[config.mk]
export PLATFORM = sky130hd
export DESIGN_NAME = regwrite_arbiter
export DESIGN_NICKNAME = d
export VERILOG_FILES = /design/src/rtl/cpu_pkg.sv /design/src/rtl/wb_result_fifo.sv /design/src/rtl/regwrite_arbiter.sv
export SDC_FILE = /design/constraint.sdc
export NUM_CORES = 1
export LEC_CHECK = 0
export CAP_MARGIN = 20
export CORE_MARGIN = 1
export CORE_UTILIZATION = 40
export CTS_BUF_LIST = sky130_fd_sc_hd__clkbuf_8
export CTS_CLUSTER_DIAMETER = 120
export CTS_CLUSTER_SIZE = 20
export DETAILED_ROUTE_END_ITERATION = 8
export PLACE_DENSITY = 0.69
export SYNTH_ARGS = -nofsm -noshare
export SYNTH_HDL_FRONTEND = slang
export SYNTH_HIERARCHICAL = 1
export SYNTH_SLANG_ARGS = --single-unit
[constraint.sdc]
create_clock -name clk -period 3.3 [get_ports clk]
set_clock_uncertainty 0.2 [all_clocks]
set_input_delay 0.66 -clock clk [delete_from_list [all_inputs] [get_ports clk]]
set_output_delay 0.66 -clock clk [all_outputs]
set_load 0.01 [all_outputs]
[src/rtl/cpu_pkg.sv]
// Shared types and defaults for the register-file write arbitration path.
package cpu_pkg;

    localparam int DATA_W_DEF       = 32;
    localparam int ADDR_W_DEF       = 5;
    localparam int DEPTH_DEF        = 2;
    localparam int STARVE_LIMIT_DEF = 4;
    localparam int REG_ZERO         = 0;

    typedef enum logic {
        PIPE_PRI = 1'b0,
        MD_PRI   = 1'b1
    } arb_state_t;

endpackage

[src/rtl/wb_result_fifo.sv]
// Small result FIFO for mul/div writebacks; exposes per-entry valid and
// destination address so the hazard lookup can see every queued entry.
module wb_result_fifo
    import cpu_pkg::*;
#(
    parameter int DEPTH  = DEPTH_DEF,
    parameter int ADDR_W = ADDR_W_DEF,
    parameter int WIDTH  = ADDR_W_DEF + DATA_W_DEF
) (
    input  logic                   clk,
    input  logic                   reset,
    input  logic                   push,
    input  logic                   pop,
    input  logic [WIDTH-1:0]       push_data,
    output logic [WIDTH-1:0]       head_data,
    output logic                   full,
    output logic                   empty,
    output logic [$clog2(DEPTH):0] count,
    output logic [DEPTH-1:0]       entry_valid,
    output logic [ADDR_W-1:0]      entry_addr [DEPTH]
);

    localparam int PTR_W = $clog2(DEPTH);
    localparam int CNT_W = PTR_W + 1;

    logic [WIDTH-1:0] mem [DEPTH];
    logic [PTR_W-1:0] wr_ptr_reg;
    logic [PTR_W-1:0] rd_ptr_reg;
    logic [CNT_W-1:0] count_reg;
    logic             do_push;
    logic             do_pop;

    assign full      = (count_reg == CNT_W'(DEPTH));
    assign empty     = (count_reg == '0);
    assign count     = count_reg;
    assign do_push   = push && !full;
    assign do_pop    = pop && !empty;
    assign head_data = mem[rd_ptr_reg];

    always_ff @(posedge clk or negedge reset) begin
        if (!reset) begin
            wr_ptr_reg <= '0;
            rd_ptr_reg <= '0;
            count_reg  <= '0;
        end else begin
            if (do_push) wr_ptr_reg <= wr_ptr_reg + 1'b1;
            if (do_pop)  rd_ptr_reg <= rd_ptr_reg + 1'b1;
            case ({do_push, do_pop})
                2'b10:   count_reg <= count_reg + CNT_W'(1);
                2'b01:   count_reg <= count_reg - CNT_W'(1);
                default: count_reg <= count_reg;
            endcase
        end
    end

    always_ff @(posedge clk) begin
        if (do_push) mem[wr_ptr_reg] <= push_data;
    end

    // Push and pop never target the same slot: that would need count 0 or DEPTH.
    for (genvar gi = 0; gi < DEPTH; gi++) begin : g_entry
        logic valid_reg;

        always_ff @(posedge clk or negedge reset) begin
            if (!reset) begin
                valid_reg <= 1'b0;
            end else if (do_push && wr_ptr_reg == PTR_W'(gi)) begin
                valid_reg <= 1'b1;
            end else if (do_pop && rd_ptr_reg == PTR_W'(gi)) begin
                valid_reg <= 1'b0;
            end
        end

        assign entry_valid[gi] = valid_reg;
        assign entry_addr[gi]  = mem[gi][WIDTH-1 -: ADDR_W];
    end

endmodule

[src/rtl/regwrite_arbiter.sv]
// Arbitrates the single register-file write port between pipeline writeback
// and queued mul/div results, forcing a drain when queued results starve.
module regwrite_arbiter
    import cpu_pkg::*;
#(
    parameter int DATA_W       = DATA_W_DEF,
    parameter int ADDR_W       = ADDR_W_DEF,
    parameter int DEPTH        = DEPTH_DEF,
    parameter int STARVE_LIMIT = STARVE_LIMIT_DEF
) (
    input  logic              clk,
    input  logic              reset,
    input  logic              wb_valid,
    output logic              wb_ready,
    input  logic [ADDR_W-1:0] wb_addr,
    input  logic [DATA_W-1:0] wb_data,
    input  logic              md_valid,
    output logic              md_ready,
    input  logic [ADDR_W-1:0] md_addr,
    input  logic [DATA_W-1:0] md_data,
    input  logic [ADDR_W-1:0] pend_addr,
    output logic              pend_hit,
    output logic              write_reg,
    output logic [ADDR_W-1:0] dstreg_addr,
    output logic [DATA_W-1:0] dstreg_data
);

    localparam int CNT_W = $clog2(DEPTH) + 1;
    localparam int SC_W  = $clog2(STARVE_LIMIT + 1);

    arb_state_t        state_reg;
    arb_state_t        state_next;
    logic [SC_W-1:0]   starve_cnt_reg;
    logic [SC_W-1:0]   starve_cnt_next;

    logic              fifo_full;
    logic              fifo_empty;
    logic [CNT_W-1:0]  fifo_count;
    logic [ADDR_W-1:0] head_addr;
    logic [DATA_W-1:0] head_data;
    logic [DEPTH-1:0]  entry_valid;
    logic [ADDR_W-1:0] entry_addr [DEPTH];
    logic [DEPTH-1:0]  hit_vec;

    logic              push;
    logic              pop;
    logic              grant_wb;
    logic [ADDR_W-1:0] grant_addr;
    logic [DATA_W-1:0] grant_data;

    assign md_ready = !fifo_full;
    assign push     = md_valid && md_ready;

    wb_result_fifo #(
        .DEPTH  (DEPTH),
        .ADDR_W (ADDR_W),
        .WIDTH  (ADDR_W + DATA_W)
    ) u_fifo (
        .clk         (clk),
        .reset       (reset),
        .push        (push),
        .pop         (pop),
        .push_data   ({md_addr, md_data}),
        .head_data   ({head_addr, head_data}),
        .full        (fifo_full),
        .empty       (fifo_empty),
        .count       (fifo_count),
        .entry_valid (entry_valid),
        .entry_addr  (entry_addr)
    );

    for (genvar gi = 0; gi < DEPTH; gi++) begin : g_hit
        assign hit_vec[gi] = entry_valid[gi] && (entry_addr[gi] == pend_addr);
    end
    assign pend_hit = (pend_addr != ADDR_W'(REG_ZERO)) && (|hit_vec);

    always_ff @(posedge clk or negedge reset) begin
        if (!reset) begin
            state_reg      <= PIPE_PRI;
            starve_cnt_reg <= '0;
        end else begin
            state_reg      <= state_next;
            starve_cnt_reg <= starve_cnt_next;
        end
    end

    always_comb begin
        state_next = state_reg;
        case (state_reg)
            PIPE_PRI: begin
                if ((grant_wb && !fifo_empty && starve_cnt_reg == SC_W'(STARVE_LIMIT - 1)) ||
                    (fifo_full && md_valid))
                    state_next = MD_PRI;
            end
            MD_PRI: begin
                if (fifo_empty || (fifo_count == CNT_W'(1) && !push))
                    state_next = PIPE_PRI;
            end
            default: state_next = PIPE_PRI;
        endcase
    end

    always_comb begin
        wb_ready = 1'b1;
        grant_wb = 1'b0;
        pop      = 1'b0;
        case (state_reg)
            PIPE_PRI: begin
                wb_ready = 1'b1;
                grant_wb = wb_valid;
                pop      = !wb_valid && !fifo_empty;
            end
            MD_PRI: begin
                wb_ready = fifo_empty;
                grant_wb = wb_valid && fifo_empty;
                pop      = !fifo_empty;
            end
            default: ;
        endcase
    end

    // Saturates so a stale count cannot wrap back below the limit.
    always_comb begin
        starve_cnt_next = starve_cnt_reg;
        if (pop || fifo_empty)
            starve_cnt_next = '0;
        else if (grant_wb && starve_cnt_reg != SC_W'(STARVE_LIMIT))
            starve_cnt_next = starve_cnt_reg + SC_W'(1);
    end

    assign grant_addr = grant_wb ? wb_addr : head_addr;
    assign grant_data = grant_wb ? wb_data : head_data;

    always_ff @(posedge clk or negedge reset) begin
        if (!reset) begin
            write_reg   <= 1'b0;
            dstreg_addr <= '0;
            dstreg_data <= '0;
        end else if (grant_wb || pop) begin
            write_reg   <= (grant_addr != ADDR_W'(REG_ZERO));
            dstreg_addr <= grant_addr;
            dstreg_data <= grant_data;
        end else begin
            write_reg   <= 1'b0;
        end
    end

endmodule
==> summary.txt <==
Setup path
  – Delay-heaviest family, CP: buffers and inverters
  – Data arrival, critical path: 2.07 ns
  – CP startpoint kind: input pin
  – CP Depth: 6
  – R2r worst-path depth: 8
  – Critical Path Sink Type: output port
  – CP max stage cell: clkdlybuf4s50_1
  – CP Max Fanout: 3
  – CP required: 2.44 ns
  – Crit-path cells: clkdlybuf4s50_1 > xor2_1 > nor4_1 > nand3_1 > a21oi_1 > dlymetal6s2s_1
  – Worst Path Buf+Inv: 2
  – Critical path class: input pin to output port
  – CP peak stage delay: 0.48 ns

Synth
  – Yosys reg bits: 122
  – Post-synth top cells: 74 x edfxtp_1, 68 x a21oi_1, 48 x dfrtp_1
  – Mapped Avg Cell Area: 12.3 µm²
  – Dominant cell type by area after synthesis: edfxtp_1
  – Synth cell types: 36
  – Top cell type's share of synthesized area: 0.408
  – Post-synth ARST share: 0.393
  – EDFF count, synth: 74
  – Mapped Nets: 528
  – Synth area leaders: edfxtp_1 41%, dfrtp_1 22%, a21oi_1 6.3%
  – Dominant synthesized flop cell: edfxtp_1
  – Sequential-to-total area share from yosys stat: 0.629
  – Cells after synthesis: 441
  – Synth warnings: 6
  – Most frequent cell after synthesis: edfxtp_1
  – Netlist Area Pre-Place: 0.00544 mm²

Timing
  – Max Freq: 341 MHz
  – RSZ-0062 raised after global routing: false
  – Slew @ Worst Pin: 0.973 ns
  – Final hold violation count: 0
  – Slew headroom: 0.351
  – TNS Setup: 0 ns
  – Final Slew Violations: 0
  – Setup violators final: 0
  – Final min period: 2.93 ns
  – Setup slack after layout: 0.367 ns
  – Final worst path period share: 0.889

Place
  – Detailed placement HPWL: 7.79 mm
  – IO buf count: 123
  – RePlAce Congestion: 0.845
  – Placed cell areas: 0.00674 mm²
  – DP Cell Count: 711
  – DP Worst Slack: 0.00854 ns

Clock tree
  – CTS buffer count: 17
  – Clock sink total: 122
  – Clk pin slew, worst setup/hold paths: 0.07 ns
  – CTS Hold Bufs: 0
  – Setup Buffers After CTS: 0
  – Root Buffer: clkbuf_8
  – Clock tree buffer depth: 2
  – Max H-tree Level: 4
  – CTS tree: built
  – Clock Latency Late Sink: 0.43 ns

Finish
  – Post-route cell area: 0.00718 mm²
  – Layout Nets: 641
  – Biggest register: u_fifo/mem
  – Diode count: 0
  – Share of layout cells above drive strength 1: 0.146
  – Post-route insts no fill: 743
  – Area grow syn2layout: 31.9%
  – Largest registers: u_fifo/mem x74, dstreg_data x32, dstreg_addr x5
  – Max reg flops: 74

Hold path
  – Worst Hold Class: input pin to async pin

Drt
  – Vias per inst: 5.05
  – Via count: 3751
  – Drt total wl: 11.9 mm
  – Drc violations: 0
  – Violation count after the first detailed-route iteration: 177
  – ANT nets after route: 0
  – Routed wire length per instance: 16.1 µm
  – 1st-pass router iterations: 5

Run
  – Max cap viols: 0

Die
  – Vert. Die Dim: 119 µm
  – Chip width: 119 µm
  – Rows: 42
  – Core box area: 0.0132 mm²
  – Starting Density: 0.411
  – Die area: 0.0141 mm²
  – Io pins: 124

Run status
  – Outcome: finished clean

Power and ir drop
  – PD cells: 892 mW/mm²
  – Final Power: 0.00641 W
  – Worst vdd ir: 0.434 mV
  – Pleak: 2.79 nW

Global routing
  – Global-route wire length before repair: 19.4 mm
  – Total GRT Usage: 0.180
  – Pin count of the biggest net entering global routing: 73
  – Grt ovf: 0
  – Vias in the first global route: 3901
  – Initial antenna violation count: 0
## cells in the final DEF (no fill, tap or decap), drive strengths merged, types with 7 or more instances in the layout
cell type | Yosys | layout
clkdlybuf4s50 | 0 | 120
edfxtp | 74 | 74
a21oi | 68 | 68
dfrtp | 48 | 48
inv | 42 | 42
nor2 | 39 | 39
mux2 | 38 | 38
o22ai | 33 | 33
clkbuf | 6 | 19
buf | 31 | 10
xor2 | 9 | 9
nand2 | 9 | 9
xnor2 | 7 | 7
## repair_timing
action                                  CTS  global route
endpoints found under the hold margin     0             0
pin swaps                                 1             1
endpoints found under the setup margin    1             1
resized for setup                         0             1
## report_power, final
group	total, W	leakage (nW)	switching [W]	internal (W)
clock	0.00143	0.211	0.000579	0.000854
sequential	0.00250	1.23	0.000336	0.00217
combinational	0.00247	1.34	0.00123	0.00124
## final timing paths
| check | end | slack, ns | from |
|---|---|---|---|
| max in group asynchronous | dstreg_data[13] | 2.01 | reset |
| max | pend_hit | 0.37 | pend_addr[2] |
| min in group clk | starve_cnt_reg[1] | 0.35 | starve_cnt_reg[2] |
| min reg2reg | starve_cnt_reg[1] | 0.35 | starve_cnt_reg[2] |
| min | starve_cnt_reg[0] | 0.13 | reset |
| max reg2reg | u_fifo/count[1] | 0.80 | u_fifo/count[1] |
## through the flow
stage	utilization	hold WS [ns]
detailed placement	0.509	0.345
global placement	0.509	0.336
CTS	0.542	0.135
global route	0.542	0.161
floorplan	-	0.164
finish	0.542	0.128
## layout make-up
class,instances,area (µm²)
flip-flops and latches,122,3420
fillers,1166,6060
well taps,176,220
inverters,42,158
clock buffers,19,262
clock inverters,13,174
repair buffers,131,1300
multi-input cells,240,1650
## cell families (layout without fill, tap and decap cells)
kind of cell	Yosys count	count (layout)	share of synthesized area
flops	122	122	0.629
buf+inv	79	205	0.0715
compound gates	113	113	0.122
fa+ha+maj	4	4	0.00920
xor+xnor	16	16	0.0258
mux	43	43	0.0885
simple gates	64	64	0.0543
## routing by layer
metal  share of wire  global-route usage  wire length, µm  up-vias
met5               0                   0                0        -
met4           0.013              0.0649              159        0
met3           0.062              0.0598              744       12
met2            0.48               0.300             5760      122
met1            0.44               0.218             5280     1829
li1                -                   -                -     1788
Note: power is estimated with default switching activity, not from simulation.
